File: src/rtl/cpu_test_harness_ctrl_pkg.sv
// Shared types and helpers for the CPU test harness controller.
package cpu_test_harness_ctrl_pkg;

  typedef enum logic [2:0] {
    ST_IDLE,
    ST_LOAD,
    ST_PAD,
    ST_RUN,
    ST_DUMP,
    ST_DONE
  } state_e;

  localparam int   DEF_WORD_W        = 32;
  localparam logic DEF_END_INSTR_BIT = 1'b1;  // END_INSTR is this bit replicated

  function automatic int addr_w(input int depth);
    return (depth <= 2) ? 1 : $clog2(depth);
  endfunction

endpackage

File: src/rtl/harness_skid_buf.sv
// Two-entry valid/ready buffer; absorbs read data already in flight when the consumer stalls.
module harness_skid_buf
  import cpu_test_harness_ctrl_pkg::*;
#(
  parameter int W = DEF_WORD_W + 1
) (
  input  logic         clk_i,
  input  logic         rst_i,
  input  logic         in_valid_i,
  output logic         in_ready_o,
  input  logic [W-1:0] in_data_i,
  output logic         out_valid_o,
  input  logic         out_ready_i,
  output logic [W-1:0] out_data_o,
  output logic [1:0]   count_o
);

  logic [W-1:0] ent_q [2];
  logic [1:0]   count_q;
  logic         wr_idx_q;
  logic         rd_idx_q;
  logic         push;
  logic         pop;

  assign in_ready_o  = (count_q != 2'd2);
  assign out_valid_o = (count_q != 2'd0);
  assign out_data_o  = ent_q[rd_idx_q];
  assign count_o     = count_q;
  assign push        = in_valid_i && in_ready_o;
  assign pop         = out_valid_o && out_ready_i;

  always_ff @(posedge clk_i) begin
    if (rst_i) begin
      ent_q[0] <= '0;
      ent_q[1] <= '0;
      count_q  <= '0;
      wr_idx_q <= 1'b0;
      rd_idx_q <= 1'b0;
    end else begin
      if (push) begin
        ent_q[wr_idx_q] <= in_data_i;
        wr_idx_q        <= ~wr_idx_q;
      end
      if (pop) rd_idx_q <= ~rd_idx_q;
      count_q <= count_q + {1'b0, push} - {1'b0, pop};
    end
  end

endmodule

File: src/rtl/cpu_test_harness_ctrl.sv
// Runs one CPU test: load program into IMEM, pad with END_INSTR, run CPU, stream DMEM out.
// state | meaning
// IDLE  | after reset, waiting for start
// LOAD  | accepting program words into IMEM
// PAD   | filling remaining IMEM slots with END_INSTR
// RUN   | CPU released until halt or cycle budget
// DUMP  | reading DMEM out through the skid buffer
// DONE  | finished, results held until next start
module cpu_test_harness_ctrl
  import cpu_test_harness_ctrl_pkg::*;
#(
  parameter int                WORD_W     = DEF_WORD_W,
  parameter int                IMEM_DEPTH = 512,
  parameter int                DMEM_DEPTH = 512,
  parameter int                MAX_CYCLES = 100,
  parameter logic [WORD_W-1:0] END_INSTR  = {WORD_W{DEF_END_INSTR_BIT}}
) (
  input  logic                               CLK,
  input  logic                               RESET,
  input  logic                               start,
  input  logic                               ld_valid,
  output logic                               ld_ready,
  input  logic [WORD_W-1:0]                  ld_data,
  input  logic                               ld_last,
  output logic                               imem_we,
  output logic [addr_w(IMEM_DEPTH)-1:0]      imem_addr,
  output logic [WORD_W-1:0]                  imem_wdata,
  output logic                               cpu_run,
  input  logic                               cpu_halt,
  output logic                               dmem_re,
  output logic [addr_w(DMEM_DEPTH)-1:0]      dmem_addr,
  input  logic [WORD_W-1:0]                  dmem_rdata,
  output logic                               dp_valid,
  input  logic                               dp_ready,
  output logic [WORD_W-1:0]                  dp_data,
  output logic                               dp_last,
  output logic                               busy,
  output logic                               done,
  output logic                               timeout,
  output logic                               load_ovf,
  output logic [addr_w(MAX_CYCLES+1)-1:0]    run_cycles
);

  localparam int IA_W = addr_w(IMEM_DEPTH);
  localparam int DA_W = addr_w(DMEM_DEPTH);
  localparam int RC_W = addr_w(MAX_CYCLES + 1);
  localparam logic [IA_W:0]   IMEM_FULL = (IA_W+1)'(IMEM_DEPTH);
  localparam logic [IA_W:0]   IMEM_LAST = (IA_W+1)'(IMEM_DEPTH - 1);
  localparam logic [DA_W:0]   DMEM_FULL = (DA_W+1)'(DMEM_DEPTH);
  localparam logic [DA_W:0]   DMEM_LAST = (DA_W+1)'(DMEM_DEPTH - 1);
  localparam logic [RC_W-1:0] RUN_MAX   = RC_W'(MAX_CYCLES);

  state_e          state_q, state_d;
  logic [IA_W:0]   wr_ptr_q, wr_ptr_d;
  logic [DA_W:0]   rd_ptr_q, rd_ptr_d;
  logic [RC_W-1:0] run_cnt_q, run_cnt_d;
  logic            timeout_q, timeout_d;
  logic            ovf_q, ovf_d;
  logic            infl_q, infl_d;
  logic            infl_last_q, infl_last_d;
  logic            imem_we_c;
  logic            can_issue;
  logic            pop;
  logic            sb_in_ready;
  logic [1:0]      sb_count;
  logic [1:0]      occ_after;

  assign pop       = dp_valid && dp_ready;
  assign occ_after = sb_count - {1'b0, pop};

  always_comb begin
    state_d     = state_q;
    wr_ptr_d    = wr_ptr_q;
    rd_ptr_d    = rd_ptr_q;
    run_cnt_d   = run_cnt_q;
    timeout_d   = timeout_q;
    ovf_d       = ovf_q;
    infl_d      = 1'b0;
    infl_last_d = infl_last_q;
    ld_ready    = 1'b0;
    imem_we_c   = 1'b0;
    imem_wdata  = '0;
    cpu_run     = 1'b0;
    can_issue   = 1'b0;
    case (state_q)
      ST_IDLE, ST_DONE: begin
        if (start) begin
          state_d   = ST_LOAD;
          wr_ptr_d  = '0;
          rd_ptr_d  = '0;
          run_cnt_d = '0;
          timeout_d = 1'b0;
          ovf_d     = 1'b0;
        end
      end
      ST_LOAD: begin
        ld_ready   = 1'b1;
        imem_wdata = ld_data;
        if (ld_valid) begin
          if (wr_ptr_q < IMEM_FULL) begin
            imem_we_c = 1'b1;
            wr_ptr_d  = wr_ptr_q + 1'b1;
          end else begin
            ovf_d = 1'b1;
          end
          if (ld_last) state_d = ST_PAD;
        end
      end
      ST_PAD: begin
        if (wr_ptr_q < IMEM_FULL) begin
          imem_we_c  = 1'b1;
          imem_wdata = END_INSTR;
          wr_ptr_d   = wr_ptr_q + 1'b1;
          if (wr_ptr_q == IMEM_LAST) state_d = ST_RUN;
        end else begin
          state_d = ST_RUN;
        end
      end
      ST_RUN: begin
        cpu_run   = 1'b1;
        run_cnt_d = run_cnt_q + 1'b1;
        if (cpu_halt) begin
          state_d = ST_DUMP;
        end else if (run_cnt_d == RUN_MAX) begin
          state_d   = ST_DUMP;
          timeout_d = 1'b1;
        end
      end
      ST_DUMP: begin
        // Occupancy is counted after this cycle's pop so a steady stream keeps one read per cycle.
        can_issue = (rd_ptr_q < DMEM_FULL) && sb_in_ready &&
                    ((occ_after + {1'b0, infl_q}) < 2'd2);
        if (can_issue) begin
          rd_ptr_d    = rd_ptr_q + 1'b1;
          infl_d      = 1'b1;
          infl_last_d = (rd_ptr_q == DMEM_LAST);
        end
        if (pop && dp_last) state_d = ST_DONE;
      end
      default: state_d = ST_IDLE;
    endcase
  end

  always_ff @(posedge CLK) begin
    if (RESET) begin
      state_q     <= ST_IDLE;
      wr_ptr_q    <= '0;
      rd_ptr_q    <= '0;
      run_cnt_q   <= '0;
      timeout_q   <= 1'b0;
      ovf_q       <= 1'b0;
      infl_q      <= 1'b0;
      infl_last_q <= 1'b0;
    end else begin
      state_q     <= state_d;
      wr_ptr_q    <= wr_ptr_d;
      rd_ptr_q    <= rd_ptr_d;
      run_cnt_q   <= run_cnt_d;
      timeout_q   <= timeout_d;
      ovf_q       <= ovf_d;
      infl_q      <= infl_d;
      infl_last_q <= infl_last_d;
    end
  end

  harness_skid_buf #(.W(WORD_W + 1)) u_skid (
    .clk_i      (CLK),
    .rst_i      (RESET),
    .in_valid_i (infl_q),
    .in_ready_o (sb_in_ready),
    .in_data_i  ({infl_last_q, dmem_rdata}),
    .out_valid_o(dp_valid),
    .out_ready_i(dp_ready),
    .out_data_o ({dp_last, dp_data}),
    .count_o    (sb_count)
  );

  // RAM strobes are suppressed while RESET is high so an abort never touches memory.
  assign imem_we    = imem_we_c && !RESET;
  assign dmem_re    = can_issue && !RESET;
  assign imem_addr  = wr_ptr_q[IA_W-1:0];
  assign dmem_addr  = rd_ptr_q[DA_W-1:0];
  assign busy       = (state_q != ST_IDLE) && (state_q != ST_DONE);
  assign done       = (state_q == ST_DONE);
  assign timeout    = timeout_q;
  assign load_ovf   = ovf_q;
  assign run_cycles = run_cnt_q;

endmodule

File: config.mk
export PLATFORM = sky130hd
export DESIGN_NAME = cpu_test_harness_ctrl
export DESIGN_NICKNAME = d
export VERILOG_FILES = /design/src/rtl/cpu_test_harness_ctrl_pkg.sv /design/src/rtl/harness_skid_buf.sv /design/src/rtl/cpu_test_harness_ctrl.sv
export SDC_FILE = /design/constraint.sdc
export NUM_CORES = 1
export LEC_CHECK = 0
export ABC_CLOCK_PERIOD_IN_PS = 9200
export CORE_MARGIN = 8
export CORE_UTILIZATION = 50
export DETAILED_ROUTE_END_ITERATION = 10
export PLACE_DENSITY_LB_ADDON = 0.05
export SLEW_MARGIN = 5
export SYNTH_ARGS = -nofsm -noshare
export SYNTH_HDL_FRONTEND = slang
export SYNTH_SLANG_ARGS = --single-unit
File: constraint.sdc
create_clock -name CLK -period 9.2 [get_ports CLK]
set_input_delay 1.84 -clock CLK [delete_from_list [all_inputs] [get_ports CLK]]
set_output_delay 1.84 -clock CLK [all_outputs]
set_load 0.005 [all_outputs]
==> metrics.txt <==
CTS Buf Count 9; MaxCap Viol Count 0; final setup vio count 0; crit path time final 5.80 ns; met2 usage between 30% and 40%; final instance area ~7000 µm²; slew of the pin with the lowest slew margin about 1.2 ns; routing usage on met3 6.95%; worst-case reg-to-reg path depth 5; Final period util ~63%; predominant post-synthesis flop cell edfxtp_1; cts repair resizes 0; DRC Markers 0; Hold Fails Final Rpt 0; M1 GR Usage 21.0%; core area 10200 µm²; CTS Hold Bufs 0; worst-skew pair later-pin latency 0.36 ns; worst hold margin 0.484 ns; Slew HR 19.6%; sw power roughly 0.00035 W; Syn Nets 581; Post-synth ARST share 0%; clock power share 22.0%; XOR/XNOR share of the synthesized area under 10%; switching share of power around 28%; fillcell total 806; H-tree Lvls 3; Final Power 0.00121 W; Power Density 173 nW/µm²; area occupied by multi-input gates 2160 µm²; initial antenna violation count 0; Final HPWL DP 9.04 mm; post-synth top area cell edfxtp_1; Layout area overhead 35.3%; Mean Syn Cell Area 10.3 µm²; Sequential Area 2760 µm²; Clock Tree Buf Depth 2; Logic pwr share around 34%; Worst EP arrival 3.96 ns; GRT Resource Usage Total 17.9%; largest family of logic cells by synthesized area simple AND/OR/NAND/NOR gates; status finished, final reports clean; Hold Startpoint infl_last_q; Int Power 0.000869 W; Synth Area in Adders 1.21%; die area ~14000 µm²; Critical Path RT between 7 and 8 ns; Unique masters post-synth 49; Compound-Gate Fraction of Synth Area 7.07%; FF-to-FF Start state_q[0]; Simple-Gate Fraction of Synth Area 23.4%; Crit Path Class in -> out; Routed WL 12.5 mm; Reg clk slew, reported paths 0.09 ns; mapped cell area 5190 µm²; Post-synth EDFFs 66; setup TNS 0 ns; first-pass GRT wire length 20.6 mm; post-synthesis mux area share 7.74%; RSZ-0062 raised after global routing false; Post-CTS Setup Bufs 0; Pins Over Slew Limit 0; flop2flop setup slack 6.35 ns; antenna viol nets, final 0; dpl cell area 6840 µm²; proportion of layout cells with a drive suffix above 1 9.57%; placer congestion estimate approximately 0.8; peak supply drop ~88 µV; die span in x 118 µm; Overflow after GRT 0; # port buffers between 150 and 200; CTS tree built; CP peak stage delay 0.54 ns; vias 4037; Most common cell on crit path clkdlybuf4s50_1; Top Usage Layer GRT met2; Hold Path Class reg -> reg; drt pass-1 iters 4; post-synthesis sequential area ratio 53.3%; clock skew 0.0118 ns; CTS sink cnt between 100 and 150; nets 719; largest net degree at the start of global routing 39; Setup crit end kind primary output; FF-to-FF End wr_ptr_q[4]; IO Count 170; sequential group share of total power 44.5%; Root Buffer clkbuf_8; worst hold path cell count 2; Hold Crit Endpoint infl_last_q; row count 37; post-synthesis register bit count 105; crit path cell chain clkdlybuf4s50_1 -> o21a_1 -> ha_1 -> xor2_1 -> xnor2_1 -> nand2_1 -> nor2_1 -> clkdlybuf4s50_1; Worst Path Max Fanout 4; Leakage 2.71 nW; vias per cell 5.15; Synth area leaders edfxtp_1 38%, dfxtp_1 15%, and2_1 8.1%, mux2_2 7.2%, nand2_1 5.6%; Initial DRC Count 251; cells after synthesis 505; WL/cell 16.0 µm; number of global-route vias before repair 4118; Synth warnings 0; Peak Freq 173 MHz; Die H roughly 120 µm; CP max-delay cell clkdlybuf4s50_1; diode count 0; Critical Path Source Type input port; Synth top area share 38.2%; Starting Density 50.9%
## synth_stat cells, drive strengths merged, types with 5 or more instances
cell type and instances:
nand2 78, and2 67, edfxtp 66, dfxtp 39, mux2 33, nor2 30, buf 29, a21oi 27
clkbuf 16, o21ai 15, nand3 13, inv 9, or3 8, and3 7, nand3b 7, xnor2 7
ha 5, nor3 5
## power groups by stage
stage | clock, W | sequential [W] | combinational [W]
floorplan | 0 | 0.000543 | 0.000205
global placement | 0 | 0.000550 | 0.000405
CTS | 0.000274 | 0.000541 | 0.000415
detailed placement | 0 | 0.000552 | 0.000412
finish | 0.000267 | 0.000541 | 0.000406
global route | 0.000286 | 0.000545 | 0.000447
## state kept, by name, summed over array words and instances, names as in the netlist, named ones only
name and count:
u_skid.wr_idx_q 1, u_skid.rd_idx_q 1, timeout 1, u_skid.count_o 2
run_cycles 7, infl_last_q 1, infl_q 1, load_ovf 1
rd_ptr_q 10, state_q 3, u_skid.ent_q 66, wr_ptr_q 10
## cell type report
type | count | area share [%]
clock inverter | 5 | 0.535
sequential | 105 | 39.4
inverter | 9 | 0.481
multi-input combinational | 346 | 30.7
clock buffer | 11 | 2.03
tap | 136 | 2.42
timing repair buffer | 172 | 24.4
## placed cells by master, fill, tap and decap left out, types with 3 or more instances in the layout
| cell type | netlist | layout |
|---|---|---|
| a21oi_1 | 26 | 26 |
| a311oi_1 | 3 | 3 |
| and2_1 | 67 | 67 |
| and3_1 | 7 | 7 |
| buf_4 | 19 | 3 |
| clkbuf_8 | 0 | 10 |
| clkdlybuf4s50_1 | 0 | 169 |
| dfxtp_1 | 39 | 39 |
| edfxtp_1 | 66 | 66 |
| ha_1 | 5 | 5 |
| inv_1 | 8 | 8 |
| mux2_2 | 33 | 33 |
| mux2i_1 | 3 | 3 |
| nand2_1 | 78 | 78 |
| nand3_1 | 13 | 13 |
| nand3b_1 | 6 | 6 |
| nor2_1 | 30 | 30 |
| nor2b_1 | 4 | 4 |
| nor3_1 | 5 | 4 |
| o21a_1 | 3 | 3 |
| o21ai_0 | 14 | 13 |
| o31ai_1 | 3 | 3 |
| or3_1 | 8 | 8 |
| or4_1 | 3 | 3 |
| xnor2_1 | 7 | 7 |
| xor2_1 | 4 | 4 |
## cells by family (layout without fill, tap and decap cells)
group           Yosys count  in the layout
compound gates           60             60
fa+ha+maj                 5              5
mux                      36             36
simple gates            234            234
flops                   105            105
buf+inv                  54            197
xor+xnor                 11             11
## critical path, delay by kind of cell
family	cells	cell delay, ns
buf+inv	2	1.00
xor+xnor	2	0.46
simple gates	2	0.29
compound gates	1	0.18
fa+ha+maj	1	0.17
## layer usage
layer / vias up / routed length (µm)
met5: - / 0
met2: 132 / 6180
met3: 11 / 1050
li1: 2011 / -
met1: 1883 / 5190
met4: 0 / 109
## through the flow
step / worst slack [ns] / cells / utilization, %
2_1_floorplan: 4.56 / 505 / -
3_3_place_gp: 3.41 / 768 / 67.1
3_5_place_dp: 3.43 / 768 / 67.1
4_1_cts: 3.40 / 784 / 68.9
5_1_grt: 3.23 / 784 / 68.9
6_report: 3.40 / 784 / 68.9
## worst max path at each step
stage	from	end	slack, ns
detailed placement	dp_ready	dmem_re	3.43
floorplan	dp_ready	dmem_re	4.56
global placement	dp_ready	dmem_re	3.41
CTS	dp_ready	dmem_re	3.40
global route	dp_ready	dmem_re	3.23
finish	dp_ready	dmem_re	3.40
(Power assumes the default switching activity.)
